===== config.mk =====
export PLATFORM = sky130hd
export DESIGN_NAME = mux41_rr_arbiter
export DESIGN_NICKNAME = d
export VERILOG_FILES = /design/src/rtl/mux41_pkg.sv /design/src/rtl/rr_pick4.sv /design/src/rtl/mux41_rr_arbiter.sv
export SDC_FILE = /design/constraint.sdc
export NUM_CORES = 1
export LEC_CHECK = 0
export ABC_AREA = 1
export CORE_MARGIN = 3
export CORE_UTILIZATION = 56
export DETAILED_ROUTE_END_ITERATION = 7
export GPL_ROUTABILITY_DRIVEN = 0
export PLACE_DENSITY = 0.8
export SYNTH_ARGS = -nofsm -noshare
export SYNTH_HDL_FRONTEND = slang
export SYNTH_HIERARCHICAL = 1
export SYNTH_SLANG_ARGS = --single-unit

===== constraint.sdc =====
create_clock -name clk -period 3.5 [get_ports clk]
set_clock_uncertainty 0.15 [all_clocks]
set_input_delay 0.525 -clock clk [delete_from_list [all_inputs] [get_ports clk]]
set_output_delay 0.525 -clock clk [all_outputs]
set_load 0.01 [all_outputs]

===== src/rtl/mux41_pkg.sv =====
// Shared constants for the 4:1 mux round-robin arbiter.
package mux41_pkg;

  localparam int NREQ = 4;

  // FSM state encoding
  localparam logic [0:0] ST_IDLE  = 1'b0;
  localparam logic [0:0] ST_GRANT = 1'b1;

  // Requester index to mux select mapping
  localparam logic [1:0] IDX_A = 2'd0;
  localparam logic [1:0] IDX_B = 2'd1;
  localparam logic [1:0] IDX_C = 2'd2;
  localparam logic [1:0] IDX_D = 2'd3;

  // Index to one-hot grant
  function automatic logic [NREQ-1:0] onehot4(input logic [1:0] idx);
    logic [NREQ-1:0] v;
    v = '0;
    v[idx] = 1'b1;
    return v;
  endfunction

endpackage


===== src/rtl/rr_pick4.sv =====
// Combinational round-robin picker: first set request scanning upward
// from ptr with wrap-around.
module rr_pick4
  import mux41_pkg::*;
(
  input  logic [NREQ-1:0] req,
  input  logic [1:0]      ptr,
  output logic [1:0]      winner,
  output logic            any
);

  // Scan ptr, ptr+1, ... and stop at the first set bit
  always_comb begin
    logic       found;
    logic [1:0] idx;
    winner = ptr;
    found  = 1'b0;
    idx    = ptr;
    for (int i = 0; i < NREQ; i++) begin
      idx = ptr + 2'(i);
      if (!found && req[idx]) begin
        winner = idx;
        found  = 1'b1;
      end
    end
    any = found;
  end

endmodule


===== src/rtl/mux41_rr_arbiter.sv =====
// Round-robin arbiter in front of a 4:1 mux. Registered one-hot grant and
// select; a hold counter forces rotation when others are waiting.
module mux41_rr_arbiter
  import mux41_pkg::*;
#(
  parameter int MAX_HOLD = 8,
  parameter int CNT_W    = 8
) (
  input  logic            clk,
  input  logic            rst_n,
  input  logic [NREQ-1:0] req,
  output logic [NREQ-1:0] grant,
  output logic            Sel0,
  output logic            Sel1,
  output logic            busy
);

  logic [0:0]       state;
  logic [1:0]       last;
  logic [1:0]       sel;
  logic [CNT_W-1:0] cnt;

  logic [1:0] ptr;
  logic [1:0] winner;
  logic       any;
  logic       others;
  logic       hold_done;

  assign Sel0 = sel[0];
  assign Sel1 = sel[1];

  // While granting, sel is the holder index, so the scan starts just after it
  // and the holder itself is considered last.
  assign ptr       = (state == ST_GRANT) ? sel + 2'd1 : last + 2'd1;
  assign others    = |(req & ~grant);
  assign hold_done = (cnt == CNT_W'(MAX_HOLD - 1));

  rr_pick4 u_pick (
    .req    (req),
    .ptr    (ptr),
    .winner (winner),
    .any    (any)
  );

  // Arbitration FSM; grant, select and busy always move together
  always_ff @(posedge clk or negedge rst_n) begin
    if (!rst_n) begin
      state <= ST_IDLE;
      last  <= IDX_D;
      sel   <= IDX_A;
      grant <= '0;
      busy  <= 1'b0;
      cnt   <= '0;
    end else begin
      case (state)
        ST_IDLE: begin
          if (any) begin
            grant <= onehot4(winner);
            sel   <= winner;
            last  <= winner;
            busy  <= 1'b1;
            cnt   <= '0;
            state <= ST_GRANT;
          end
        end
        default: begin
          if (!req[sel]) begin
            cnt <= '0;
            if (others) begin
              grant <= onehot4(winner);
              sel   <= winner;
              last  <= winner;
            end else begin
              grant <= '0;
              busy  <= 1'b0;
              state <= ST_IDLE;
            end
          end else if (hold_done) begin
            cnt <= '0;
            if (others) begin
              grant <= onehot4(winner);
              sel   <= winner;
              last  <= winner;
            end
          end else begin
            cnt <= cnt + CNT_W'(1);
          end
        end
      endcase
    end
  end

endmodule

# == Yosys cells after proc, flatten, opt, wreduce, memory -nomap -nowiden ==
# Index checks and enable logic that the tools add are counted.
# op_classes
bitwise,2
n_eq_ne,5
reduce_logical,12
order_cmp,7
n_addsub,6
muxes,47
# op_table
operator,n
8-bit two-way mux,4
2-bit two-way mux,13
4-bit two-way mux,6
2-bit by 3-bit < comparator with 1-bit output (second input constant),6
1-bit two-way mux,18
1-bit binary-select mux with 2-bit select,5
8-bit by 1-bit adder with 8-bit output (second input constant),1
8-bit by 3-bit == test with 1-bit output (second input constant),1
2-bit by 1-bit adder with 2-bit output (second input constant),3
3-bit inequality test (second input constant),2
3-bit AND reduction,2
2-bit adder (second input constant),2
4-bit bitwise AND,1
1-bit logical AND,4
2-bit inequality test (second input constant),2
4-bit inverter,1
4-bit OR reduction,1
1-bit zero test,3
1-bit demux with 2-bit select,1
2-bit by 1-bit greater-or-equal comparator with 1-bit output (second input constant),1
2-bit AND reduction,1
2-bit nonzero test,1
# word_totals
word_cells,85
in_bits,6
output_inout_bits,7
regBits,18

# == Depth between registers and ports, before layout ==
# Gate-level depths: netlist of run 1.
# logic_depth
depth_word,22
depth_mapped,19
ltp_nobuf,19

# == Hierarchy ==
# The synthesis of run 1 kept the hierarchy.
# by_module_without_submodules
module,area_each_um2,instances,cells_each,seq_area_each_um2
mux41_rr_arbiter,1057.3,1,131,452.9
rr_pick4,299.0,1,64,0.0

# == Worst setup path after synthesis of run 1 ==
# Ideal clock, no wire load.
# synth_path
kind,register to register
from,reg sel[0]
to,reg cnt[5]
required_ps,3270
setup_slack_ps,809
setup_ps,80
period_less_slack_ps,2691
arrival_ps,2460
path_buffers,0
path_stages_with_launch,19
path_cell_list,dfrtp_1 -> inv_2 -> nand2_1 -> o21ai_0 -> xnor2_1 -> inv_2 -> nand2_2 -> nand2_4 -> nand2_2 -> nand2_2 -> a21oi_2 -> nand3_1 -> nor2_4 -> inv_6 -> nand2_4 -> nor2_4 -> nand2_2 -> nor2_1 -> nor3_2
# synth_between
elab_chain_len,15
elab_cells_between_ends,28
cone_classes,add/sub (4); mux (17); reduce/logical (7)
# synth_rtl
item,line_no,rtl
"start, declared",mux41_rr_arbiter.sv:20,logic [1:0] sel;
"start signal, assigned",mux41_rr_arbiter.sv:59,sel <= winner;
"start signal, assigned",mux41_rr_arbiter.sv:71,sel <= winner;
"start signal, assigned",mux41_rr_arbiter.sv:82,sel <= winner;
2-bit by 1-bit adder with 2-bit output *,mux41_rr_arbiter.sv:34,assign ptr = (state == ST_GRANT) ? sel + 2'd1 : last + 2'd1;
2-bit two-way mux *,mux41_rr_arbiter.sv:34,
net ptr[0],mux41_rr_arbiter.sv:23,logic [1:0] ptr;
"parallel branches: the longest is 11 deep, another holds 2-bit by 1-bit adder with 2-bit output",-,
1-bit two-way mux *,rr_pick4.sv:21,if (!found && req[idx]) begin
net any,mux41_rr_arbiter.sv:25,logic any;
2-bit nonzero test (no source line) *,-,
"end signal, assigned",mux41_rr_arbiter.sv:86,cnt <= cnt + CNT_W'(1);
"end, declared",mux41_rr_arbiter.sv:21,logic [CNT_W-1:0] cnt;
# Mark *: on every way through the listed nets, which the timed path passes. The select of a mux whose other input is x is not followed.
# A chain may end at the register's enable or synchronous reset.

# == Worst setup path in the final report of run 1 ==
# layout_path
from,reg state
to,reg cnt[5]
# layout_between
elab_chain_len,14
elab_cells_between_ends,24
cone_classes,add/sub (3); mux (14); reduce/logical (7)
# layout_rtl
item,line_no,rtl
"start, declared",mux41_rr_arbiter.sv:18,logic [0:0] state;
"start signal, assigned",mux41_rr_arbiter.sv:48,state <= ST_IDLE;
"start signal, assigned",mux41_rr_arbiter.sv:63,state <= ST_GRANT;
"start signal, assigned",mux41_rr_arbiter.sv:76,state <= ST_IDLE;
2-bit two-way mux *,mux41_rr_arbiter.sv:34,
net ptr[1],mux41_rr_arbiter.sv:23,
"parallel branches: the longest is 11 deep, another holds 2-bit by 1-bit adder with 2-bit output",-,
1-bit two-way mux *,rr_pick4.sv:21,
net any,mux41_rr_arbiter.sv:25,
2-bit nonzero test (no source line) *,-,
# Marks and branches as above.

==> results of run 1 <==
## worst max-delay path: cells and delay by family (launching register included)
family | cells | cell delay, ns
XOR/XNOR | 1 | 0.41
buffers and inverters | 3 | 0.38
AND/OR/NAND/NOR | 12 | 1.22
flip-flops | 1 | 0.49
AO/OA/AOI/OAI | 2 | 0.26
## metal layers
layer  wire length (um)  share of wire [%]
met1               1390                 47
met2               1420                 48
met3                111                3.7
met4                 57                1.9
met5                  0                  0
## layout by cell type, fill, tap and decap left out, types with 2 or more instances in the layout
| cell type | count |
|---|---|
| nor2_4 | 4 |
| dfrtp_1 | 16 |
| xnor2_1 | 2 |
| nand2_2 | 11 |
| o21ai_1 | 5 |
| inv_2 | 3 |
| nand4_1 | 2 |
| nand2_4 | 3 |
| a21oi_1 | 4 |
| o21ai_0 | 5 |
| nand3_1 | 18 |
| nand2_1 | 70 |
| nor2_2 | 2 |
| dfstp_2 | 2 |
| clkdlybuf4s50_1 | 12 |
| nand3_2 | 3 |
| inv_1 | 21 |
| xor2_1 | 2 |
| clkbuf_4 | 3 |
| nor2_1 | 11 |
| nor3_1 | 2 |
## worst min-delay path by stage
stage / endpoint / slack, ns / depth (start not counted)
after detailed placement: last[0]$_DFFE_PN1P_ / 0.31 / 2
final: last[0]$_DFFE_PN1P_ / 0.33 / 2
after floorplan: busy$_DFFE_PN0P_ / 0.08 / 0
after global placement: last[0]$_DFFE_PN1P_ / 0.31 / 2
after CTS: last[0]$_DFFE_PN1P_ / 0.33 / 2
after global routing: last[1]$_DFFE_PN1P_ / 0.36 / 2
## final cells by class
type	count	area (sq um)
inverters	25	98.8
repair buffers	13	128
clock buffers	4	36.3
well taps	28	35.0
multi-input cells	151	797
flip-flops and latches	18	453
fillers	189	707
## cell families after synthesis
| group | count (synthesis) |
|---|---|
| and+or+nand+nor | 129 |
| xor gates and xnor gates | 4 |
| adders and majority gates | 1 |
| DFF | 18 |
| AOI/OAI and AO/OA | 17 |
| buffers and inverters | 26 |
## sequential cells by signal, summed over array words and instances (netlist names)
name / flops
grant: 4
busy: 1
last: 2
state: 1
cnt: 8
sel: 2
## through the flow
step / hold slack [ns] / utilization [%] / setup WS (ns)
floorplan: 0.0794 / - / 0.809
global placement: 0.310 / 67.0 / 0.709
detailed placement: 0.311 / 67.0 / 0.522
CTS: 0.328 / 68.6 / 0.508
global route: 0.362 / 68.6 / 0.182
finish: 0.327 / 68.6 / 0.508
==> qor.yml, run 1 <==
status: "complete, no violations"
r2r_cells: 18
critical_path_peak_fanout: 8
path_clk_slew_ns: 0.11
grt_pass1_wl_um: 5250
dieArea_sq_um: 3050
cts_setup_buffers: 0
grt_max_degree: 19
cts_root_buf: "clkbuf_4"
cts_resized: 0
drv_slew: 0
hold_class: "reg -> reg"
fin_nets: 219
fmax_ghz: 0.334
cp-end-kind: "flip-flop"
synth_area_leader_cell: "dfrtp_1"
synthesis.nets: 202
startpoint: "state$_DFF_PN0_"
use_met1_pct: 27.5
syn_area_per_cell_sq_um: 6.96
synth_top_family_by_area: "simple AND/OR/NAND/NOR gates"
clock_latency_ns: 0.29
crit_chain: "inv_1, nand2_1, o21ai_0, xnor2_1, inv_2, nand2_2, nand2_4, nand2_2, nand2_2, a21oi_2, nand3_1, nor2_4, inv_6, nand2_4, nor2_4, nand2_2, nor2_1, nor3_2"
max_stage_delay_ns: 0.49
r2r_slack_ns: 0.51
async_flop_share_pct: 100
drv_cap: 0
cts_buffer_depth: 2
dp.final_hpwl_um: 2370
crit_arrival_ns: 3.06
fin_cells: 239
netlist.area_leader.share_pct: 29.5
worst-setup-path-type: "reg -> reg"
vias: 1240
track_usage_pct: 21.0
ant_nets: 0
setup_viol: 0
cts_tree: "done"
post-route-drc-count: 0
synth-compound-area-share_pct: 7.56
worstReg2RegEnd: "cnt[5]$_DFFE_PN0P_"
setup_tns_ns: 0
start_kind: "flip-flop"
wl_per_cell_um: 12.5
synthTopCellsByArea: "dfrtp_1, nand2_1, nand3_1"
synthAdderAreaFrac_pct: 0.923
synth-edff-count: 0
holdCritStartpoint: "last[0]$_DFFE_PN1P_"
io_buffers: 12
required_ns: 3.57
antenna_found_initial: 0
netlist_area_sq_um: 1360
synth_ff_type: "dfrtp_1"
synth-simple-area-share_pct: 47.7
synthCells: 195
synth_xor_area_share_pct: 2.58
met3_usage_pct: 3.04
muxShareOfSynthArea_pct: 0
ios: 13
gr-total-overflow: 0
die_h_um: 55.2
cts_buffers: 3
slew_headroom_pct: 46.9
grt_pass1_vias: 1218
fp.dieW_um: 55.2
crit_path_frequent_cell: "nand2_2"
design.core.area_sq_um: 2250
ys_seq_elements: 18
totalWireLength_um: 2980
timing_hold_violations_final: 0
area_growth_pct: 14.1
use_met2_pct: 34.8
hold_buffers: 0
synth_common_cells: "nand2_1, inv_1, nand3_1, dfrtp_1"
timing.rr.start: "state$_DFF_PN0_"
synth.most_common_cell: "nand2_1"
min_period_ns: 2.99
vias_per_cell: 5.19
firstDrtPassIters: 4
ys_seq_area_share_pct: 33.4
cts.sinks: 18
dpl_cell_area_sq_um: 1510
synth_cell_types: 28
cts_max_level: 1
dpl.cell_count: 235
min_period_over_period_pct: 85.5
yosysWarnings: 6
start_util_pct: 60.2
tightest_slew_ns: 0.794
worst_path_max_delay_cell: "dfrtp_1"
crit_path_end: "cnt[5]$_DFFE_PN0P_"
drt_iter0_markers: 61
rsz0062_at_grt: "no"
top_usage_layer: "met2"
insertedDiodeCount: 0
num_rows: 17
fin_area_sq_um: 1550
drive_above_1_share_pct: 18.5
Power of run 1 is left out: the tool's default activity adds up to more than one toggle a clock period on the data nets, which glitch-free logic cannot reach.
==> inputs of run 2 (changes only) <==
CORE_UTILIZATION = 34   (was 56)
PLACE_DENSITY = 0.54   (was 0.8)
==> run 2 against run 1 <==
  * Sequential share of layout area decreased by 0.81 points
  * Count of clock-buffer cells in the layout unchanged
  * Final cell count grew 8.4%
  * Design area rose by 2.8%
  * Critical path type unchanged
  * Die area up 57%
  * Worst hold slack better by 0.0029 ns
  * First-iteration DRC count up 44%
  * Maximum frequency up 2.0%
  * Sequential cell count unchanged
  * Non-clock buffer count unchanged
  * Largest cell class unchanged
  * Register-to-register slack improved by 0.06 ns
  * Utilization is 26 points lower
==> qor.yml, run 2 (synthesized netlist as in run 1, its figures left out) <==
firstDrtPassIters: 4  # unchanged
min_path_cells: 2  # unchanged
antenna_found_initial: 0  # unchanged
irDropWorstVdd_uv: 682
cts_buffer_depth: 2  # unchanged
min_to: "last[0]$_DFFE_PN1P_"
ios: 13  # unchanged
hold_buffers: 0  # unchanged
required_ns: 3.53  # -0.04 ns
dpl_cell_area_sq_um: 1540  # +1.7%
cts_tree: "done"
rsz0062_at_grt: "no"
grt_pass1_wl_um: 5290  # +0.67%
die_h_um: 69.2  # +25%
insertedDiodeCount: 0  # unchanged
fin_nets: 219  # unchanged
area_growth_pct: 17.3
layout_common_cells: "nand2_1, inv_1, nand3_1, dfrtp_1, clkdlybuf4s50_1"
final_util_pct: 42.5  # -26 points
ant_nets: 0  # unchanged
grt_max_degree: 19  # unchanged
tightest_slew_ns: 0.777  # -0.0171 ns
hold_class: "reg -> reg"
cts_setup_buffers: 0  # unchanged
holdCritStartpoint: "last[0]$_DFFE_PN1P_"
clock_latency_ns: 0.25  # -0.04 ns
drv_slew: 0  # unchanged
top_register: "cnt"
start_util_pct: 36.2  # -24 points
final_common_cell: "nand2_1"
num_rows: 22  # +5
drt_iter0_markers: 88  # +44%
setup_tns_ns: 0  # unchanged
dr_wl_met2_um: 1360  # -4.6%
vias_per_cell: 4.79  # -7.7%
min_period_over_period_pct: 83.8  # -1.6 points
drv_cap: 0  # unchanged
crit_arrival_ns: 2.97  # -0.09 ns
gr-total-overflow: 0  # unchanged
fp.dieW_um: 69.2  # +25%
fillers: 395  # +110%
dr.max_layer_used: "met4"
wl_met1_um: 1580  # +14%
worst-setup-path-type: "reg -> reg"
totalWireLength_um: 3070  # +2.8%
vias: 1240  # unchanged
slew_headroom_pct: 48.1  # +1.1 points
dp.final_hpwl_um: 2470  # +4.0%
cts_max_level: 1  # unchanged
cts_resized: 0  # unchanged
largest_reg_flops: 8  # unchanged
fin_area_sq_um: 1590  # +2.8%
track_usage_pct: 13.4  # -7.6 points
multi_input_area_sq_um: 797  # unchanged
timing_hold_violations_final: 0  # unchanged
drive_above_1_share_pct: 18.5  # unchanged
fmax_ghz: 0.341  # +2.0%
io_buffers: 12  # unchanged
worstReg2RegEnd: "cnt[5]$_DFFE_PN0P_"
design.core.area_sq_um: 3740  # +66%
seq_area_sq_um: 453  # unchanged
cp-end-kind: "flip-flop"
p_per_area_nw_per_um2: 1150
wl_per_cell_um: 11.8  # -5.1%
cts_buffers: 3  # unchanged
wl_met3_um: 91  # -18%
post-route-drc-count: 0  # unchanged
status: "complete, no violations"
cts_root_buf: "clkbuf_8"
r2r_slack_ns: 0.57  # +0.06 ns
grt_pass1_vias: 1114  # -8.5%
dieArea_sq_um: 4780  # +57%
r2r_cells: 18  # unchanged
reg.largest.list: "cnt: 8 flops, grant: 4 flops"
path_clk_slew_ns: 0.07  # -0.04 ns
setup_viol: 0  # unchanged
start_kind: "flip-flop"
cts.sinks: 18  # unchanged
leakage_uw: 0.000773
min_period_ns: 2.93  # -0.0573 ns
timing.rr.start: "state$_DFF_PN0_"
critical_path_peak_fanout: 8  # unchanged
run 2: cell counts in the layout (fill, tap and decap cells not counted):
Identical to the previous run, type by type.
run 2: how the worst max path moves through the flow:
stage / start / endpoint / slack, ns / cells after the start
after floorplan: sel[0]$_DFFE_PN0P_ / cnt[5]$_DFFE_PN0P_ / 0.81 / 18
after global placement: state$_DFF_PN0_ / cnt[5]$_DFFE_PN0P_ / 0.65 / 15
after detailed placement: state$_DFF_PN0_ / cnt[5]$_DFFE_PN0P_ / 0.56 / 18
after CTS: state$_DFF_PN0_ / cnt[5]$_DFFE_PN0P_ / 0.55 / 18
after global routing: state$_DFF_PN0_ / cnt[5]$_DFFE_PN0P_ / 0.27 / 18
final: state$_DFF_PN0_ / cnt[5]$_DFFE_PN0P_ / 0.57 / 18
run 2: cell type report:
cell class | count | share of cell area, %
multi-input combinational | 151 | 50.1
sequential | 18 | 28.5
timing repair buffer | 13 | 8.02
inverter | 25 | 6.21
tap | 48 | 3.77
clock buffer | 4 | 3.46
run 2: worst max-delay path: stages (launching register included):
cell and delay, ns:
dfrtp_1 0.47, inv_1 0.16, nand2_1 0.08, o21ai_0 0.09, xnor2_1 0.41, inv_2 0.13, nand2_2 0.10, nand2_4 0.06
nand2_2 0.07, nand2_2 0.06, a21oi_2 0.16, nand3_1 0.16, nor2_4 0.29, inv_6 0.09, nand2_4 0.08, nor2_4 0.03
nand2_2 0.05, nor2_1 0.05, nor3_2 0.16
run 2: power breakdown:
part / internal (uW) / leakage (uW) / switching (uW) / total, uW
clock: 99.9 / 0.0000288 / 69.9 / 170
sequential: 294 / 0.000228 / 59.2 / 353
combinational: 457 / 0.000516 / 847 / 1300
total: 852 / 0.000773 / 976 / 1830
run 2: per-stage QoR:
stage	cells	hold slack, ns	power, uW	setup slack, ns
3_3_place_gp	255	0.318	1650	0.648
6_report	259	0.330	1830	0.566
2_1_floorplan	195	0.0794	1360	0.809
4_1_cts	259	0.334	1840	0.547
3_5_place_dp	255	0.321	1660	0.563
5_1_grt	259	0.342	2030	0.269
run 2: per-layer routing:
metal  vias up  GRT usage, %
met4         0          4.12
li1        646             -
met1       567          19.6
met3         4          2.77
met5         -             0
met2        23          19.7
No activity file was read; power rests on OpenSTA's default activity.
==> inputs of run 3 (changes only) <==
PLACE_DENSITY = 0.56   (was 0.54)
clock period = 2.4 ns   (was 3.5 ns; I/O delays follow)
==> run 3 against run 2 <==
  * The flow now finishes with violations (setup timing)
  * Die area is the same
  * Design area grew 21%
  * First-iteration DRC count shrank 38%
  * Utilization grew 8.9 points
  * Worst hold slack lost 0.082 ns
  * Sequential share of layout area shrank 4.8 points
  * Setup slack lost 0.60 ns
  * Critical endpoint is now cnt[0]$_DFFE_PN0P_
==> qor.yml, run 3 (synthesized netlist as in run 1, its figures left out) <==
hold_class: "in -> async"
final_util_pct: 51.4  # +8.9 points
start_util_pct: 36.2  # unchanged
firstDrtPassIters: 4  # unchanged
setup_viol: 7  # +7
worst_path_max_delay_cell: "dfstp_2"
path_buf_inv: 4  # +1
fin_area_sq_um: 1930  # +21%
fmax_ghz: 0.410  # +20%
timing_hold_violations_final: 0  # unchanged
critical_path_peak_fanout: 5  # -3
cts.sinks: 18  # unchanged
cp-end-kind: "flip-flop"
gr-total-overflow: 0  # unchanged
fin_nets: 249  # +14%
grt_max_degree: 13  # -6
worstReg2RegEnd: "cnt[0]$_DFFE_PN0P_"
cts_root_buf: "clkbuf_8"
timing.rr.start: "last[1]$_DFFE_PN1P_"
min_period_over_period_pct: 102  # +18 points
grt_pass1_vias: 1184  # +6.3%
cts_max_level: 1  # unchanged
io_buffers: 12  # unchanged
start_kind: "flip-flop"
post-route-drc-count: 0  # unchanged
rsz0062_at_grt: "yes"
crit_path_frequent_cell: "buf_4"
vias: 1351  # +9.0%
fp.dieW_um: 69.2  # unchanged
drive_above_1_share_pct: 35.7  # +17 points
num_rows: 22  # unchanged
ios: 13  # unchanged
drv_cap: 0  # unchanged
antenna_found_initial: 0  # unchanged
status: "finished with violations"
drv_slew: 0  # unchanged
slew_headroom_pct: 72.8  # +25 points
layout_common_cells: "nand2_1, buf_4, inv_1, nand3_1, dfrtp_1"
crit_chain: "nand2_4, o21ai_4, xnor2_4, buf_4, nand2_1, nand2_2, nand2_2, nand2_4, a21oi_4, nand3_2, nor2_4, buf_4, buf_4, buf_4, nor2_1, a21oi_1"
totalWireLength_um: 3340  # +8.8%
worst-setup-path-type: "reg -> reg"
die_h_um: 69.2  # unchanged
cts_buffer_depth: 2  # unchanged
cts_buffers: 3  # unchanged
reg.largest.list: "cnt: 8 flops, grant: 4 flops"
min_period_ns: 2.44  # -0.497 ns
area_growth_pct: 42.0
r2r_slack_ns: -0.04  # -0.60 ns
design.core.area_sq_um: 3740  # unchanged
path_clk_slew_ns: 0.07  # about the same
ant_nets: 0  # unchanged
critical-path-top-delay-family: "simple AND/OR/NAND/NOR gates"
max_stage_delay_ns: 0.56  # +0.09 ns
drt_iter0_markers: 55  # -38%
cts_tree: "done"
wl_per_cell_um: 11.5  # -2.5%
violations: "setup timing"
insertedDiodeCount: 0  # unchanged
track_usage_pct: 13.9  # +0.52 points
required_ns: 2.43  # -1.10 ns
top_register: "cnt"
final_common_cell: "nand2_1"
clock_latency_ns: 0.25  # about the same
crit_arrival_ns: 2.47  # -0.50 ns
fillers: 388  # -1.8%
vias_per_cell: 4.67  # -2.4%
grt_pass1_wl_um: 5630  # +6.5%
largest_reg_flops: 8  # unchanged
fin_ws_ns: -0.0376  # -0.603 ns
dpl_cell_area_sq_um: 1670  # +9.0%
r2r_cells: 16  # -2
tightest_slew_ns: 0.407  # -0.370 ns
dp.final_hpwl_um: 2460  # -0.46%
whs_ns: 0.248  # -0.0817 ns
dieArea_sq_um: 4780  # unchanged
setup_tns_ns: -0.0818  # -0.0818 ns
cp.depth: 16  # -2
-- run 3: changes by cell type in the layout (fill, tap and decap cells not counted), sizes merged --
cell	before	now
clkinv	0	1
buf	1	31
inv	25	24
-- run 3: worst max path at each step --
stage,from,endpoint,slack [ns]
2_1_floorplan,state$_DFF_PN0_,cnt[5]$_DFFE_PN0P_,-0.02
3_3_place_gp,last[0]$_DFFE_PN1P_,cnt[5]$_DFFE_PN0P_,-0.09
3_5_place_dp,last[0]$_DFFE_PN1P_,cnt[5]$_DFFE_PN0P_,-0.11
4_1_cts,state$_DFF_PN0_,cnt[5]$_DFFE_PN0P_,-0.01
5_1_grt,last[1]$_DFFE_PN1P_,cnt[5]$_DFFE_PN0P_,-0.23
6_report,last[1]$_DFFE_PN1P_,cnt[0]$_DFFE_PN0P_,-0.04
-- run 3: layout make-up --
class	instances	area [sq um]	area share, %
timing repair buffer	43	357	18.5
sequential	18	455	23.7
multi-input combinational	151	897	46.6
tap	48	60.1	3.12
inverter	25	101	5.26
clock buffer	4	55.1	2.86
-- run 3: worst reg2reg max path, delay by kind of cell (launching register included) --
family                    cells  cell delay, ns
AOI/OAI and AO/OA             3            0.35
xor gates and xnor gates      1            0.12
buffers and inverters         4            0.48
DFF                           1            0.56
and+or+nand+nor               8            0.71
-- run 3: timing repair --
item / in CTS / in global routing
hold buffers: 0 / 0
endpoints found under the setup margin: 13 / 17
gates resized for setup: 1 / 18
pin swaps: 4 / 9
setup buffers: 7 / 9
-- run 3: per-layer routing --
| layer | up-vias | part of all wire, % | global-route usage [%] |
|---|---|---|---|
| met5 | - | 0 | 0 |
| met2 | 16 | 44 | 19.7 |
| met3 | 5 | 2.5 | 2.33 |
| li1 | 705 | - | - |
| met4 | 0 | 0.69 | 2.39 |
| met1 | 625 | 52 | 22.1 |
-- run 3: through the flow --
stage | setup slack [ns] | cells
floorplan | -0.0168 | 195
global placement | -0.0892 | 269
detailed placement | -0.110 | 269
CTS | -0.0118 | 280
global route | -0.234 | 289
finish | -0.0376 | 289
Power of run 3 is left out for the same reason.
